===== src/rtl/pll_lock_reset_seq_pkg.sv =====
// pll_seq_pkg: shared state encoding, widths and limits for the PLL reset sequencer.
package pll_seq_pkg;

    localparam int SEQ_STATE_W     = 3;
    localparam int LOCK_LOSS_CNT_W = 8;

    localparam logic [LOCK_LOSS_CNT_W-1:0] LOCK_LOSS_MAX = 8'hFF;

    typedef enum logic [SEQ_STATE_W-1:0] {
        ST_POR       = 3'd0,
        ST_WAIT_LOCK = 3'd1,
        ST_STABLE    = 3'd2,
        ST_HOLD      = 3'd3,
        ST_RUN       = 3'd4,
        ST_FAULT     = 3'd5
    } seq_state_e;

    function automatic int unsigned max2(
        input int unsigned a,
        input int unsigned b
    );
        return (a > b) ? a : b;
    endfunction

endpackage


===== src/rtl/pll_lock_reset_seq_if.sv =====
// pll_seq_if: sequencer-side view of the PLL lock/reset handshake and status.
interface pll_seq_if;
    import pll_seq_pkg::*;

    logic                       lock;
    logic                       areset;
    logic                       soc_rst_n;
    logic [SEQ_STATE_W-1:0]     state;
    logic [LOCK_LOSS_CNT_W-1:0] loss_cnt;
    logic                       fault;

    modport master (
        input  lock,
        output areset,
        output soc_rst_n,
        output state,
        output loss_cnt,
        output fault
    );

    modport slave (
        output lock,
        input  areset,
        input  soc_rst_n,
        input  state,
        input  loss_cnt,
        input  fault
    );

endinterface


===== src/rtl/pll_lock_reset_seq_fsm.sv =====
// Sequencing FSM with retry and lock-loss counters; all outputs registered.
// PLL_SEQ_LOCK_LOSS_CNT_EN builds the lock-loss counter, otherwise it reads 0.
module pll_lock_reset_seq_fsm #(
    parameter int unsigned POR_CYCLES          = 128,
    parameter int unsigned LOCK_TIMEOUT_CYCLES = 65536,
    parameter int unsigned LOCK_STABLE_CYCLES  = 1024,
    parameter int unsigned SOC_HOLD_CYCLES     = 16,
    parameter int unsigned MAX_RETRIES         = 3
) (
    input logic       clk_i,
    input logic       rst_ni,
    pll_seq_if.master ctl
);
    import pll_seq_pkg::*;

    localparam int unsigned CNT_MAX = max2(
        max2(POR_CYCLES, LOCK_TIMEOUT_CYCLES),
        max2(LOCK_STABLE_CYCLES, SOC_HOLD_CYCLES));
    localparam int CNT_W = $clog2(CNT_MAX + 1);

    seq_state_e       state_q, state_d;
    logic [CNT_W-1:0] cnt_q, cnt_d;
    logic [3:0]       retry_q, retry_d, retry_inc;
    logic             areset_q, areset_d;
    logic             soc_rst_n_q, soc_rst_n_d;
    logic             fault_q, fault_d;
    logic             por_done, timeout, stable_done, hold_done;

    assign por_done    = cnt_q == CNT_W'(POR_CYCLES - 1);
    assign timeout     = cnt_q == CNT_W'(LOCK_TIMEOUT_CYCLES - 1);
    assign stable_done = cnt_q == CNT_W'(LOCK_STABLE_CYCLES - 1);
    assign hold_done   = cnt_q == CNT_W'(SOC_HOLD_CYCLES - 1);
    assign retry_inc   = retry_q + 4'd1;

    always_ff @(posedge clk_i or negedge rst_ni) begin
        if (!rst_ni) begin
            state_q <= ST_POR;
        end else begin
            state_q <= state_d;
        end
    end

    // Lock is checked before the timeout, so a simultaneous lock wins.
    always_comb begin
        state_d = state_q;
        unique case (state_q)
            ST_POR: begin
                if (por_done) state_d = ST_WAIT_LOCK;
            end
            ST_WAIT_LOCK: begin
                if (ctl.lock) begin
                    state_d = ST_STABLE;
                end else if (timeout) begin
                    state_d = (retry_inc == 4'(MAX_RETRIES))
                            ? ST_FAULT : ST_POR;
                end
            end
            ST_STABLE: begin
                if (!ctl.lock)       state_d = ST_WAIT_LOCK;
                else if (stable_done) state_d = ST_HOLD;
            end
            ST_HOLD: begin
                if (!ctl.lock)     state_d = ST_WAIT_LOCK;
                else if (hold_done) state_d = ST_RUN;
            end
            ST_RUN: begin
                if (!ctl.lock) state_d = ST_POR;
            end
            ST_FAULT: begin
                state_d = ST_FAULT;
            end
            default: begin
                state_d = ST_POR;
            end
        endcase
    end

    always_comb begin
        cnt_d = cnt_q + CNT_W'(1);
        if (state_d != state_q) begin
            cnt_d = '0;
        end else if (state_q == ST_RUN || state_q == ST_FAULT) begin
            cnt_d = cnt_q;
        end
    end

    always_comb begin
        retry_d = retry_q;
        if (state_q == ST_WAIT_LOCK && !ctl.lock && timeout) begin
            retry_d = retry_inc;
        end else if (state_d == ST_RUN && state_q != ST_RUN) begin
            retry_d = '0;
        end
    end

    // Outputs decode the next state so they change on the transition edge.
    always_comb begin
        areset_d    = (state_d == ST_POR) || (state_d == ST_FAULT);
        soc_rst_n_d = state_d == ST_RUN;
        fault_d     = state_d == ST_FAULT;
    end

    always_ff @(posedge clk_i or negedge rst_ni) begin
        if (!rst_ni) begin
            cnt_q       <= '0;
            retry_q     <= '0;
            areset_q    <= 1'b1;
            soc_rst_n_q <= 1'b0;
            fault_q     <= 1'b0;
        end else begin
            cnt_q       <= cnt_d;
            retry_q     <= retry_d;
            areset_q    <= areset_d;
            soc_rst_n_q <= soc_rst_n_d;
            fault_q     <= fault_d;
        end
    end

`ifdef PLL_SEQ_LOCK_LOSS_CNT_EN
    logic [LOCK_LOSS_CNT_W-1:0] loss_q, loss_d;

    always_comb begin
        loss_d = loss_q;
        if (state_q == ST_RUN && !ctl.lock && loss_q != LOCK_LOSS_MAX) begin
            loss_d = loss_q + LOCK_LOSS_CNT_W'(1);
        end
    end

    always_ff @(posedge clk_i or negedge rst_ni) begin
        if (!rst_ni) begin
            loss_q <= '0;
        end else begin
            loss_q <= loss_d;
        end
    end

    assign ctl.loss_cnt = loss_q;
`else
    assign ctl.loss_cnt = '0;
`endif

    assign ctl.state     = state_q;
    assign ctl.areset    = areset_q;
    assign ctl.soc_rst_n = soc_rst_n_q;
    assign ctl.fault     = fault_q;

endmodule


===== src/rtl/pll_lock_reset_seq_sync_2ff.sv =====
// sync_2ff: two-flop synchronizer, asynchronous active-low reset to 0.
module sync_2ff (
    input  logic clk_i,
    input  logic rst_ni,
    input  logic d_i,
    output logic q_o
);

    logic meta_q;
    logic sync_q;

    always_ff @(posedge clk_i or negedge rst_ni) begin
        if (!rst_ni) begin
            meta_q <= 1'b0;
            sync_q <= 1'b0;
        end else begin
            meta_q <= d_i;
            sync_q <= meta_q;
        end
    end

    assign q_o = sync_q;

endmodule


===== src/rtl/pll_lock_reset_seq.sv =====
// pll_lock_reset_seq: PLL power-up/lock qualification and SoC reset release.
// Optional macro PLL_SEQ_LOCK_LOSS_CNT_EN enables the LOCK_LOSS_CNT register.
module pll_lock_reset_seq
    import pll_seq_pkg::*;
#(
    parameter int unsigned POR_CYCLES          = 128,
    parameter int unsigned LOCK_TIMEOUT_CYCLES = 65536,
    parameter int unsigned LOCK_STABLE_CYCLES  = 1024,
    parameter int unsigned SOC_HOLD_CYCLES     = 16,
    parameter int unsigned MAX_RETRIES         = 3
) (
    input  logic                       EXT_CLK_50MHz,
    input  logic                       BTN_RESET_n,
    input  logic                       PLL_LOCKED,
    output logic                       PLL_ARESET,
    output logic                       SOC_RESET_n,
    output logic [SEQ_STATE_W-1:0]     SEQ_STATE,
    output logic [LOCK_LOSS_CNT_W-1:0] LOCK_LOSS_CNT,
    output logic                       FAULT
);

    pll_seq_if ctl ();

    logic lock_s;
    logic sync_rst_n;

    // Lock from a PLL held in reset is meaningless; restart the synchronizer.
    assign sync_rst_n = BTN_RESET_n & ~ctl.areset;

    sync_2ff u_sync (
        .clk_i  (EXT_CLK_50MHz),
        .rst_ni (sync_rst_n),
        .d_i    (PLL_LOCKED),
        .q_o    (lock_s)
    );

    assign ctl.lock = lock_s;

    pll_lock_reset_seq_fsm #(
        .POR_CYCLES          (POR_CYCLES),
        .LOCK_TIMEOUT_CYCLES (LOCK_TIMEOUT_CYCLES),
        .LOCK_STABLE_CYCLES  (LOCK_STABLE_CYCLES),
        .SOC_HOLD_CYCLES     (SOC_HOLD_CYCLES),
        .MAX_RETRIES         (MAX_RETRIES)
    ) u_fsm (
        .clk_i  (EXT_CLK_50MHz),
        .rst_ni (BTN_RESET_n),
        .ctl    (ctl)
    );

    assign PLL_ARESET    = ctl.areset;
    assign SOC_RESET_n   = ctl.soc_rst_n;
    assign SEQ_STATE     = ctl.state;
    assign LOCK_LOSS_CNT = ctl.loss_cnt;
    assign FAULT         = ctl.fault;

endmodule


===== config.mk =====
export PLATFORM = sky130hd
export DESIGN_NAME = pll_lock_reset_seq
export DESIGN_NICKNAME = d
export VERILOG_FILES = /design/src/rtl/pll_lock_reset_seq_pkg.sv /design/src/rtl/pll_lock_reset_seq_if.sv /design/src/rtl/pll_lock_reset_seq_fsm.sv /design/src/rtl/pll_lock_reset_seq_sync_2ff.sv /design/src/rtl/pll_lock_reset_seq.sv
export SDC_FILE = /design/constraint.sdc
export NUM_CORES = 1
export LEC_CHECK = 0
export CAP_MARGIN = 20
export CORE_UTILIZATION = 45
export DETAILED_ROUTE_END_ITERATION = 8
export PLACE_DENSITY_LB_ADDON = 0.05
export SYNTH_ARGS = -nofsm -noshare
export SYNTH_HDL_FRONTEND = slang
export SYNTH_HIERARCHICAL = 1
export SYNTH_SLANG_ARGS = --single-unit

===== constraint.sdc =====
create_clock -name EXT_CLK_50MHz -period 1.4 [get_ports EXT_CLK_50MHz]
set_input_delay 0.42 -clock EXT_CLK_50MHz [delete_from_list [all_inputs] [get_ports EXT_CLK_50MHz]]
set_output_delay 0.42 -clock EXT_CLK_50MHz [all_outputs]
set_load 0.005 [all_outputs]

==> results.toml <==
[critical_path]
r2r_start = "u_fsm/cnt_q[5]"
arrival_ns = 2.89
worst_path_dominant_cell_family = "simple AND/OR/NAND/NOR gates"
startpoint = "u_fsm/cnt_q[5]"
critPathMaxStageDelay_ns = 0.39
cp.required_ns = 1.65
end_kind = "flip-flop"
crit_fanout = 5
crit_slowest_cell = "dfrtp_1"
cp_common_cell = "o21ai_1"
worst-path-buf-inv = 1
start_kind = "flip-flop"
cp_cell_sequence = "nand2_2 > or3_4 > nor2_4 > and4_1 > ha_2 > nor2_2 > o21ai_1 > o21ai_1 > nor4_4 > buf_4 > mux2_4 > a211oi_2"
crit_type = "flip-flop to flip-flop"

[logic_synthesis]
synth_area_sq_mm = 0.00164
synth_area_leaders = "dfrtp_1, nor2_1, xnor2_1"
postSynthAreaPerCell_sq_um = 9.01
ys_ff_latch = 29
synth-seq-area-share_pct = 44.3
synth_top_area_share_pct = 42.7
async_flop_share_pct = 100
synth_ff_type = "dfrtp_1"
synth.largest_area_cell = "dfrtp_1"
synth_cell_types = 40
ys_warn_count = 6
syn_inst = 182
synth_enable_flop_cells = 0

[cts]
cts_max_level = 2
clk_pin_slew_worst_paths_ns = 0.11
cts_buffers = 5
cts_max_path_buffers = 2
cts_tree = "yes"
cts.sinks = 29
root_buffer = "clkbuf_4"
clk_latency_ns = 0.35

[global_route]
grt_pass1_vias = 1631
grt_pass1_wl_um = 7390
grt_usage_pct = 24.7
antenna_found_initial = 0
grt-ovfl-total = 0
grt_max_degree = 13

[power_and_ir_drop]
p_sw_mw = 0.336
seq_power_share_pct = 56.8
peakVddDrop_mv = 0.445
power_frac_comb_pct = 3.2
p_leak_nw = 1.19
switching_share_pct = 22.6
intPower_mw = 1.15
power_density_mw_per_mm2 = 595
pwr-share-clk_pct = 40.0

[floorplan]
initial_core_util_pct = 48.0
io_pins = 17
die_area_sq_mm = 0.00389
die_w_um = 62.4
core_sq_mm = 0.00342
die_y_um = 62.4
rows = 21

[job]
drv_cap = 0

[detailed_routing]
first_iter_violations = 104
dr_wl_met3_um = 243
viasPerCell = 5.25
num_vias = 1618
routed.top_layer = "met4"
ant_nets = 0
drt_wl_total_um = 4530
wl_met1_um = 1870
met2_length_um = 2290
first_pass_iters = 4
avgRoutedWirePerCell_um = 14.7
remaining_drc_errors = 0

[sta]
clock.fmax_mhz = 379
finalSetupViolCount = 30
fin_crit_sh_pct = 188
hold_viol_final = 0
fin_crit_ns = 2.64
tns_ns = -29.22
final_max_slew_viol_count = 0
worst_pin_slew_ns = 0.539
layout_setup_ws_ns = -1.24
rsz0062_at_grt = "yes"
skew_ns = 0.0205
slew_headroom_pct = 63.7

[place]
pre_cts_ws_ns = -1.10
gp_congestion = 0.945
dp_hpwl_um = 2750
dp.cells = 277
io_buffers = 8

[outcome]
outcome = "complete, but fails checks"
violations = "negative setup slack"

[min_path]
hp-class = "flip-flop to async pin"

[finish]
finalNetCount = 268
postLayoutCoreUtil_pct = 73.2
nFillCells = 238
layout-drive-gt1-share_pct = 45.0
diodes = 0
stdcell_count = 308
syn2layout_area_growth_pct = 52.5
metrics by stage:
step | instance area, sq um | power, mW | hold slack (ns)
finish | 2500 | 1.49 | 0.272
global route | 2500 | 1.55 | 0.293
CTS | 2420 | 1.51 | 0.277
detailed placement | 2110 | 0.908 | 0.269
global placement | 2110 | 0.906 | 0.267
floorplan | 1680 | 0.885 | 0.124
cell usage after synthesis, types with 3 or more instances:
cell and n:
inv_1 7, nand3_1 6, a21oi_1 3, nor2_1 31, xor2_1 6, nand2_1 21, clkbuf_1 3, nor2b_1 3
o21ai_0 9, nor4_1 4, xnor2_1 11, dfrtp_1 28, nor3_1 8, ha_1 4, buf_4 8
cell families after synthesis:
logic type	after synthesis	share of synthesized area, %
AND/OR/NAND/NOR	89	27.3
flip-flops	29	44.3
buffers and inverters	21	7.25
AO/OA/AOI/OAI	19	7.25
XOR/XNOR	17	9.08
adder cells (fa/ha/maj)	4	3.05
multiplexers	2	1.53
other	1	0.229
layout make-up:
type | count | area (sq um) | area share, %
Clock inverter | 1 | 5.00 | 0.200
Inverter | 7 | 26.3 | 1.05
Sequential cell | 29 | 728 | 29.1
Clock buffer | 7 | 65.1 | 2.60
Multi-Input combinational cell | 141 | 981 | 39.2
Timing Repair Buffer | 77 | 638 | 25.5
Tap cell | 46 | 57.6 | 2.30
per-layer routing:
| metal | global-route usage, % | vias to the layer above |
|---|---|---|
| met5 | 0 | - |
| met4 | 9.88 | 0 |
| met3 | 5.66 | 17 |
| met2 | 44.1 | 54 |
| met1 | 28.5 | 782 |
| li1 | - | 765 |
flip-flops by register name, summed over array words and instances (netlist names):
signal / flops
u_fsm/cnt_q: 17
u_fsm/retry_q: 4
u_fsm/ctl.state: 3
u_fsm/ctl.areset: 1
u_fsm/ctl.fault: 1
u_fsm/ctl.soc_rst_n: 1
u_sync/meta_q: 1
u_sync/q_o: 1
worst paths after layout:
path / endpoint / slack (ns) / cells past startpoint
max in group asynchronous: u_sync/q_o / 0.53 / 2
setup / recovery: u_fsm/cnt_q[16] / -1.24 / 12
hold reg to reg: u_sync/meta_q / 0.27 / 2
hold / removal: u_sync/meta_q / 0.27 / 2
min in group EXT_CLK_50MHz: u_sync/q_o / 0.35 / 0
setup reg to reg: u_fsm/cnt_q[16] / -1.24 / 12
placed cells by master, fill, tap and decap left out, types with 3 or more instances in the layout:
cell / Yosys / routed
xor2_1: 6 / 6
nand3_1: 6 / 5
nor3_1: 8 / 8
nor2_1: 31 / 17
buf_4: 8 / 61
nor2b_1: 3 / 3
buf_6: 1 / 8
conb_1: 1 / 8
nor2_2: 0 / 8
inv_1: 7 / 7
nand2_1: 21 / 18
nor2_4: 0 / 6
xnor2_1: 11 / 11
mux2_4: 1 / 3
dfrtp_1: 28 / 27
clkbuf_4: 0 / 5
o21ai_1: 0 / 7
tightest hold or removal path, stage by stage, from the launching register on:
cell	delay, ns
dfstp_2	0.38
buf_4	0.13
nor2b_4	0.11
power by group through the flow:
| stage | Combinational (mW) | Sequential, mW | Clock (mW) |
|---|---|---|---|
| 5_1_grt | 0.0544 | 0.845 | 0.649 |
| 3_5_place_dp | 0.0477 | 0.860 | 0 |
| 4_1_cts | 0.0480 | 0.844 | 0.618 |
| 6_report | 0.0483 | 0.844 | 0.595 |
| 2_1_floorplan | 0.0282 | 0.857 | 0 |
| 3_3_place_gp | 0.0464 | 0.860 | 0 |
timing repair:
action / CTS / global route
endpoints found under the setup margin: 33 / 32
buffers inserted: 17 / 6
gates cloned: 2 / 0
pin swaps: 12 / 4
resized for setup: 47 / 20
hold buffers: 0 / 0
Power figures use the tool's default switching activity.
